<file path="src/rtl/uart_rx_os16.sv">
// uart_rx_os16 - 16x oversampling UART receiver.
// Runs entirely on PCLK and advances only on s_tick enables.
// The rx line passes through a 2-FF synchroniser. The start bit is validated at mid-bit.
// Data bits are sampled LSB-first at the centre of each bit.
// Each frame is delivered with a one-cycle rx_done pulse and error flags.
// Optional feature: define UART_RX_PARITY_EN to receive and check a parity bit
// after the data bits. Without it, rx_parity_err is tied low.

module uart_rx_os16 #(
    parameter int DBITS      = 8,
    parameter int SB_TICK    = 16,
    parameter int PARITY_ODD = 0
) (
    input  logic             PCLK,
    input  logic             PRESETn,
    input  logic             s_tick,
    input  logic             rx,
    output logic [DBITS-1:0] rx_dout,
    output logic             rx_done,
    output logic             rx_frame_err,
    output logic             rx_parity_err,
    output logic             rx_busy
);

    // The tick counter must reach SB_TICK-1 in the stop state, so it may need more than 4 bits.
    localparam int TW = ($clog2(SB_TICK) > 4) ? $clog2(SB_TICK) : 4;
    localparam int NW = $clog2(DBITS + 1);

    localparam logic [TW-1:0] LP_MID_TICK  = TW'(7);
    localparam logic [TW-1:0] LP_LAST_TICK = TW'(15);
    localparam logic [TW-1:0] LP_STOP_TICK = TW'(SB_TICK - 1);
    localparam logic [NW-1:0] LP_LAST_BIT  = NW'(DBITS - 1);
    localparam logic          LP_ODD       = (PARITY_ODD != 0);

    typedef enum logic [2:0] {
        IDLE,
        START,
        DATA,
        STOP,
        BREAK
`ifdef UART_RX_PARITY_EN
        , PARITY
`endif
    } rxState_t;

    rxState_t         r_state;
    logic             r_rxMeta;
    logic             r_rxSync;
    logic [TW-1:0]    r_tickCnt;
    logic [NW-1:0]    r_bitCnt;
    logic [DBITS-1:0] r_shift;
    logic [DBITS-1:0] r_dout;
    logic             r_done;
    logic             r_frameErr;
`ifdef UART_RX_PARITY_EN
    logic             r_parBit;
    logic             r_parityErr;
`endif

    // Two-flop synchroniser, preset to the idle-high line level so reset does not look like a start bit.
    always_ff @(posedge PCLK or negedge PRESETn) begin
        if (!PRESETn) begin
            r_rxMeta <= 1'b1;
            r_rxSync <= 1'b1;
        end else begin
            r_rxMeta <= rx;
            r_rxSync <= r_rxMeta;
        end
    end

    // Receive FSM. The IDLE and BREAK exits are evaluated every cycle; all other states move only on s_tick.
    always_ff @(posedge PCLK or negedge PRESETn) begin
        if (!PRESETn) begin
            r_state     <= IDLE;
            r_tickCnt   <= '0;
            r_bitCnt    <= '0;
            r_shift     <= '0;
            r_dout      <= '0;
            r_done      <= 1'b0;
            r_frameErr  <= 1'b0;
`ifdef UART_RX_PARITY_EN
            r_parBit    <= 1'b0;
            r_parityErr <= 1'b0;
`endif
        end else begin
            r_done     <= 1'b0;
            r_frameErr <= 1'b0;
`ifdef UART_RX_PARITY_EN
            r_parityErr <= 1'b0;
`endif
            case (r_state)
                IDLE: begin
                    if (!r_rxSync) begin
                        r_state   <= START;
                        r_tickCnt <= '0;
                    end
                end
                START: begin
                    if (s_tick) begin
                        if (r_tickCnt == LP_MID_TICK) begin
                            if (!r_rxSync) begin
                                r_state   <= DATA;
                                r_tickCnt <= '0;
                                r_bitCnt  <= '0;
                            end else begin
                                r_state <= IDLE;
                            end
                        end else begin
                            r_tickCnt <= r_tickCnt + 1'b1;
                        end
                    end
                end
                DATA: begin
                    if (s_tick) begin
                        if (r_tickCnt == LP_LAST_TICK) begin
                            r_tickCnt <= '0;
                            r_shift   <= {r_rxSync, r_shift[DBITS-1:1]};
                            if (r_bitCnt == LP_LAST_BIT) begin
`ifdef UART_RX_PARITY_EN
                                r_state <= PARITY;
`else
                                r_state <= STOP;
`endif
                            end else begin
                                r_bitCnt <= r_bitCnt + 1'b1;
                            end
                        end else begin
                            r_tickCnt <= r_tickCnt + 1'b1;
                        end
                    end
                end
`ifdef UART_RX_PARITY_EN
                PARITY: begin
                    if (s_tick) begin
                        if (r_tickCnt == LP_LAST_TICK) begin
                            r_parBit  <= r_rxSync;
                            r_tickCnt <= '0;
                            r_state   <= STOP;
                        end else begin
                            r_tickCnt <= r_tickCnt + 1'b1;
                        end
                    end
                end
`endif
                STOP: begin
                    if (s_tick) begin
                        if (r_tickCnt == LP_STOP_TICK) begin
                            r_dout     <= r_shift;
                            r_done     <= 1'b1;
                            r_frameErr <= !r_rxSync;
`ifdef UART_RX_PARITY_EN
                            r_parityErr <= ((^r_shift) ^ r_parBit) != LP_ODD;
`endif
                            r_tickCnt  <= '0;
                            r_state    <= r_rxSync ? IDLE : BREAK;
                        end else begin
                            r_tickCnt <= r_tickCnt + 1'b1;
                        end
                    end
                end
                BREAK: begin
                    if (r_rxSync) begin
                        r_state <= IDLE;
                    end
                end
                default: begin
                    r_state <= IDLE;
                end
            endcase
        end
    end

    assign rx_dout      = r_dout;
    assign rx_done      = r_done;
    assign rx_frame_err = r_frameErr;
    assign rx_busy      = (r_state != IDLE) && (r_state != BREAK);

`ifdef UART_RX_PARITY_EN
    assign rx_parity_err = r_parityErr;
`else
    // Without a parity bit the parity sense has nothing to act on, so the flag is held low.
    assign rx_parity_err = LP_ODD & 1'b0;
`endif

endmodule

</file>
<file path="config.mk">
export PLATFORM = sky130hd
export DESIGN_NAME = uart_rx_os16
export DESIGN_NICKNAME = d
export VERILOG_FILES = /design/src/rtl/uart_rx_os16.sv
export SDC_FILE = /design/constraint.sdc
export NUM_CORES = 1
export LEC_CHECK = 0
export BUFFER_PORTS_ARGS = -buffer_cell sky130_fd_sc_hd__buf_2
export CORE_MARGIN = 2
export CORE_UTILIZATION = 60
export DETAILED_ROUTE_END_ITERATION = 6
export GPL_ROUTABILITY_DRIVEN = 0
export GPL_TIMING_DRIVEN = 0
export HOLD_SLACK_MARGIN = 0.02
export PLACE_DENSITY = 0.81
export SKIP_CTS_REPAIR_TIMING = 1
export SYNTH_ARGS = -nofsm -noshare
export SYNTH_HDL_FRONTEND = slang
export SYNTH_SLANG_ARGS = --single-unit
</file>
<file path="constraint.sdc">
create_clock -name PCLK -period 2.7 [get_ports PCLK]
set_input_delay 0.135 -clock PCLK [delete_from_list [all_inputs] [get_ports PCLK]]
set_output_delay 0.135 -clock PCLK [all_outputs]
set_load 0.02 [all_outputs]
</file>
==> results of run 1 <==
-- kinds of logic (layout without fill, tap and decap cells) --
group                    after synthesis  in the layout
flip-flops                            31             31
AND/OR/NAND/NOR                       27             27
AO/OA/AOI/OAI                         23             23
multiplexers                          17             17
buffers and inverters                 13             37
adder cells (fa/ha/maj)                2              2
other                                  1              1
XOR/XNOR                               1              1
-- registers in the layout, summed over array words and instances (netlist names), 3 cells and up --
name / flops
r_shift: 8
rx_dout: 8
r_bitCnt: 4
r_tickCnt: 4
r_state: 3
-- power by group --
part	switching, W	internal [W]	leakage, nW
logic	0.000198	0.000172	0.402
clock network	0.000160	0.000195	0.0452
registers	0.0000529	0.000524	0.406
-- per-stage QoR --
step	worst slack (ps)	power [W]	instance area [µm²]
floorplan	1040	0.000871	1420
global placement	838	0.000933	1530
detailed placement	800	0.000951	1530
CTS	778	0.00131	1610
global route	688	0.00138	1630
finish	721	0.00130	1630
-- critical path, delay by kind of cell (launching register included) --
kind / cells / cell delay [ps]
simple gates: 2 / 730
buf+inv: 2 / 400
flops: 1 / 390
mux: 1 / 340
-- layer usage --
metal / track usage (%) / routed length, µm / part of all wire, %
met5: 0 / 0 / 0
met2: 33.3 / 1280 / 50
met4: 12.8 / 59 / 2.3
met3: 6.29 / 139 / 5.4
met1: 27.0 / 1100 / 43
-- placed cells by master, fill, tap and decap left out, types with 2 or more instances in the layout --
master / Yosys / layout
dfrtp_1: 29 / 29
buf_2: 3 / 17
mux2_1: 16 / 16
inv_1: 7 / 7
nand2_1: 6 / 6
a21oi_1: 5 / 5
clkbuf_4: 0 / 5
nor2_1: 4 / 4
a32o_1: 3 / 3
nand4_1: 2 / 2
buf_4: 2 / 2
nand3_1: 2 / 2
a22o_1: 2 / 2
o22ai_1: 2 / 2
nand3b_1: 2 / 2
ha_1: 2 / 2
dlygate4sd3_1: 0 / 2
dfstp_2: 2 / 2
-- worst min-delay path by stage --
stage,startpoint,endpoint
global route,s_tick,r_tickCnt[1]$_DFFE_PN0P_
floorplan,PRESETn,r_bitCnt[0]$_DFFE_PN0P_
global placement,PRESETn,rx_dout[0]$_DFFE_PN0P_
detailed placement,PRESETn,rx_dout[0]$_DFFE_PN0P_
CTS,PRESETn,rx_dout[0]$_DFFE_PN0P_
finish,s_tick,r_tickCnt[1]$_DFFE_PN0P_
-- layout make-up --
cell class	count	share of cell area [%]
Buffer	6	2.53
Clock inverter	3	2.69
Multi-Input combinational cell	71	35.5
Sequential cell	31	47.7
Clock buffer	5	2.30
Timing Repair Buffer	16	5.53
Inverter	7	1.61
Tap cell	28	2.15
==> summary.txt, run 1 <==
Status
  – Status: completed

Finish
  – Fill cells: between 150 and 200
  – Flip-flop and latch area: approximately 780 µm²
  – Diodes inserted: 0
  – Fraction of layout cells with a size suffix above 1: 23.7%
  – Final Net Count: around 140
  – Finished Layout Cells: roughly 170
  – Final core occ: between 70 and 80%
  – Area Overhead vs Synth: 14.5%
  – Multi-input logic area: a little under 600 µm²

Floorplanning
  – IO Count: 16
  – Site row count: 17
  – Die width: approximately 53 µm
  – Die Y: roughly 53 µm
  – Core footprint: around 2200 µm²
  – Initial core utilization: between 60% and 70%
  – Die area: approximately 2800 µm²

STA
  – Slew Limit Headroom: between 50% and 60%
  – Setup Viol. Count Final: 0
  – Worst-margin pin slew: around 670 ps
  – Final period util: about three quarters
  – Hold WS: 139 ps
  – Setup Skew: around 11 ps
  – Max-slew violations: 0
  – Fmax: 0.505 GHz
  – Min Clock Period, post-route: ~2000 ps
  – RSZ-0062 raised after global routing: no
  – Final hold vios: 0
  – Setup_tns: 0 ps

Drt
  – Via count: 996
  – Initial DRC count: 21
  – Final wirelength: between 2000 and 3000 µm
  – Detailed-route vias per instance: slightly below 6
  – Remaining antenna violation count: 0
  – Wire length per cell: around 15 µm
  – Drt drc: 0
  – Pre-antenna DRT Iters: 4

Hold path
  – Hold crit path type: in -> reg
  – Hold Path Cell Cnt: 2

Logic synthesis
  – Post-synthesis adder-cell area fraction: 1.76%
  – Yosys cell types: 42
  – Synth Area in XOR/XNOR: less than 1%
  – Warnings from Yosys: 0
  – Synth Flop Type: dfrtp_1
  – Commonest cells in the netlist: dfrtp_1 (29), mux2_1 (16), inv_1 (7)
  – Cells after Synth: roughly 120
  – Post-synthesis mux area share: a little over an eighth
  – Largest family of logic cells by synthesized area: compound AO/OA/AOI/OAI gates
  – Post-synth EDFFs: 0
  – Synth Register Bits: 31
  – Sequential share of the synthesized area: ~55%
  – Syn avg cell area: 12.4 µm²
  – Area share of the leading cell type in the synthesized netlist: about half
  – Cell Area, Synth: ~1400 µm²
  – Simple-gate share of the synthesized area: 11.0%
  – Synth async-reset ratio: 100%
  – Synth Area in Compound Gates: a little over an eighth
  – Leading area contributor after synthesis: dfrtp_1
  – Area contributors post-synth: dfrtp_1 (51%), mux2_1 (13%), dfstp_2 (3.7%)
  – Synthesized Nets: 121
  – Most frequent cell after synthesis: dfrtp_1

Worst setup path
  – R2r startpoint: r_state[0]$_DFFE_PN0P_
  – R2R depth: 5
  – Largest stage delay, worst path: 460 ps
  – CP max-delay cell: nor3b_1
  – WS Path Type: reg -> reg
  – Worst Setup Start Kind: register
  – Setup crit start: r_state[0]$_DFFE_PN0P_
  – CP cell instances: buf_2 -> nor3b_1 -> and2_1 -> buf_4 -> mux2_1
  – CP endpoint: r_shift[6]$_DFFE_PN0P_
  – Setup slack, reg-to-reg: roughly 720 ps
  – Critical path endpoint category: register
  – Crit Reg-Reg Endpoint: r_shift[6]$_DFFE_PN0P_
  – Worst Path Max Fanout: 10
  – Critical Path RT: approximately 2900 ps
  – Worst Path Arrival: about 2200 ps

Clocking
  – Clk root buf: clkbuf_4
  – Total CTS buffers: 5
  – Clock-pin slew on the worst setup and hold paths: 100 ps
  – CTS tree: done
  – Worst skew pair latency: between 300 and 400 ps
  – CTS Buffer Depth: 2
  – Clock H-tree levels: 2
  – CTS Sinks: 31

Flow run
  – Max Cap Violations: 0

Global routing
  – First-pass GRT wire length: around 4100 µm
  – Initial antenna violation count: 0
  – Number of global-route vias before repair: slightly below 900
  – GRT Util Overall: 21.7%
  – Grt total ovfl: 0
  – Largest net degree at the start of global routing: 32

Placed design
  – DP HPWL: ~1800 µm
  – Port bufs: 14
  – Placed insts: between 150 and 200

Pwr
  – Cell area power density: roughly 800 nW/µm²
  – Worst VDD drop: roughly 0.63 mV
  – LEAKAGE: ~0.85 nW
No activity file was read; power rests on OpenSTA's default activity.
==> run 2, diff against run 1 <==
- CORE_UTILIZATION: 60 -> 56
- PLACE_DENSITY: 0.81 -> 0.77
- clock period: 2.7 -> 1.95 ns (I/O delays scaled with it)
==> run 2 against run 1 <==
Against the previous run:
- sequential cell count is the same
- power up 50%
- clock skew decreased by 2.2 ps
- largest power group unchanged
- design area increased by 1.9%
==> summary.txt, run 2 (synthesis results as in run 1) <==
STA
  – Final hold vios: 0 (unchanged)
  – Fmax: 0.544 GHz (+7.6%)
  – Setup Viol. Count Final: 0 (unchanged)
  – RSZ-0062 raised after global routing: no
  – Final period util: 94.3% (+21 points)
  – Slew Limit Headroom: 55.9% (+0.62 points)
  – Hold WS: 93.1 ps (-45.6 ps)
  – Setup Skew: 8.94 ps (-2.19 ps)
  – Worst-margin pin slew: 661 ps (-9.36 ps)
  – Min Clock Period, post-route: 1840 ps (-139 ps)
  – Max-slew violations: 0 (unchanged)

Worst setup path
  – Worst Path Max Fanout: 10 (unchanged)
  – Worst Path Arrival: 2050 ps (-150 ps)
  – Setup slack, reg-to-reg: 110 ps (-610 ps)
  – Setup crit start: r_tickCnt[1]$_DFFE_PN0P_
  – Critical path endpoint category: register
  – Critical Path RT: 2170 ps (-750 ps)
  – Worst Setup Start Kind: register
  – R2r startpoint: r_tickCnt[1]$_DFFE_PN0P_
  – WS Path Type: reg -> reg

Finish
  – Most common cell after layout, fill and taps aside: dfrtp_1
  – Fraction of layout cells with a size suffix above 1: 25.2% (+1.4 points)
  – Post-Layout Inst Area: 1660 µm² (+1.9%)
  – Area Overhead vs Synth: 16.7%
  – Final Net Count: 144 (unchanged)
  – Diodes inserted: 0 (unchanged)
  – Commonest cells after routing, fill and taps aside: dfrtp_1 (29), buf_2 (17), mux2_1 (16), inv_1 (7), nand2_1 (6)
  – Final core occ: 68.3% (-4.7 points)

Pwr
  – Power, Total: 0.00195 W (+50%)
  – Share of total power in sequential cells: 41.2% (-3.1 points)
  – Worst VDD drop: 0.880 mV (+41%)
  – Clock Power Share: 31.8% (+4.5 points)
  – Internal power: 0.00137 W (+54%)
  – Cell area power density: 1170 nW/µm² (+47%)
  – Combinational fraction of design power: 27.0% (-1.4 points)
  – LEAKAGE: 0.860 nW (+0.78%)
  – Net Switching: 0.000578 W (+41%)
  – Sw frac: 29.7% (-1.9 points)

Floorplanning
  – Site row count: 18 (+1)
  – Core footprint: 2430 µm² (+8.9%)
  – Initial core utilization: 58.5% (-5.2 points)
  – Die area: 2960 µm² (+6.6%)
  – Die Y: 54.4 µm (+3.2%)
  – IO Count: 16 (unchanged)
  – Die width: 54.4 µm (+3.2%)

Drt
  – Final wirelength: 2580 µm (about the same)
  – Wire length per cell: 15.3 µm (-1.1%)
  – Via count: 1013 (+1.7%)
  – Remaining antenna violation count: 0 (unchanged)
  – Initial DRC count: 17 (-19%)
  – Detailed-route vias per instance: 5.99 (+0.50%)
  – Drt drc: 0 (unchanged)
  – Pre-antenna DRT Iters: 4 (unchanged)

Clocking
  – Clk root buf: clkbuf_4
  – CTS Buffer Depth: 2 (unchanged)
  – Clock-pin slew on the worst setup and hold paths: 100 ps (about the same)
  – CTS Sinks: 31 (unchanged)
  – Worst skew pair latency: 330 ps (about the same)
  – Clock H-tree levels: 2 (unchanged)
  – Total CTS buffers: 5 (unchanged)
  – CTS tree: done

Flow run
  – Max Cap Violations: 0 (unchanged)

Hold path
  – Hold crit path type: in -> reg
  – Hold Crit Start: s_tick

Status
  – Status: completed

Global routing
  – Initial antenna violation count: 0 (unchanged)
  – Largest net degree at the start of global routing: 32 (unchanged)
  – Number of global-route vias before repair: 954 (+8.8%)
  – Grt total ovfl: 0 (unchanged)
  – GRT Util Overall: 21.2% (-0.51 points)
  – First-pass GRT wire length: 4260 µm (+4.2%)

Placed design
  – Cell Area, Placed: 1530 µm² (+0.16%)
  – Port bufs: 14 (unchanged)
  – DP HPWL: 1790 µm (-1.9%)
## run 2: cell count changes in the layout (fill, tap and decap cells not counted), sizes merged
cell | previous run | this run
clkbuf | 5 | 6
bufinv | 1 | 2
clkinv | 2 | 0
## run 2: worst paths after layout
kind | end | cells after the start
worst max-delay path | r_shift[7]$_DFFE_PN0P_ | 5
worst min-delay path | r_tickCnt[1]$_DFFE_PN0P_ | 2
worst max register to register | r_shift[7]$_DFFE_PN0P_ | 5
worst min register to register | r_rxSync$_DFF_PN1_ | 0
max in group asynchronous | r_shift[7]$_DFFE_PN0P_ | 2
min in group asynchronous | rx_dout[2]$_DFFE_PN0P_ | 2
## run 2: routing by layer
| metal | vias to the layer above | global-route usage (%) | routed length [µm] |
|---|---|---|---|
| met5 | - | 0 | 0 |
| met4 | 0 | 7.50 | 33 |
| met3 | 6 | 8.20 | 153 |
| met2 | 28 | 33.5 | 1290 |
| met1 | 509 | 26.4 | 1110 |
| li1 | 470 | - | - |
## run 2: power by group through the flow
| stage | clock [W] | sequential (W) | combinational, W |
|---|---|---|---|
| final | 0.000620 | 0.000803 | 0.000525 |
| after global placement | 0 | 0.000805 | 0.000489 |
| after CTS | 0.000624 | 0.000800 | 0.000516 |
| after floorplan | 0 | 0.000796 | 0.000410 |
| after global routing | 0.000650 | 0.000813 | 0.000576 |
| after detailed placement | 0 | 0.000813 | 0.000511 |
## run 2: metrics by stage
| stage | setup slack, ps | setup TNS (ps) | std cells |
|---|---|---|---|
| 6_report | 110 | 0 | 169 |
| 3_3_place_gp | 73.9 | 0 | 159 |
| 4_1_cts | -10.4 | -10.4 | 167 |
| 5_1_grt | 22.2 | 0 | 169 |
| 2_1_floorplan | 291 | 0 | 115 |
| 3_5_place_dp | 48.7 | 0 | 159 |
## run 2: cell type report
| class | instances | area [µm²] |
|---|---|---|
| Sequential cell | 31 | 778 |
| Clock inverter | 2 | 60.1 |
| Tap cell | 30 | 37.5 |
| Buffer | 6 | 41.3 |
| Fill cell | 191 | 771 |
| Clock buffer | 6 | 41.3 |
| Inverter | 7 | 26.3 |
| Multi-Input combinational cell | 71 | 587 |
| Timing Repair Buffer | 16 | 90.1 |
## run 2: critical path, stage by stage, from the launching register on
cell	delay [ps]
dfrtp_1	400
ha_2	240
and4_2	320
and2_1	210
buf_4	210
mux2_1	340
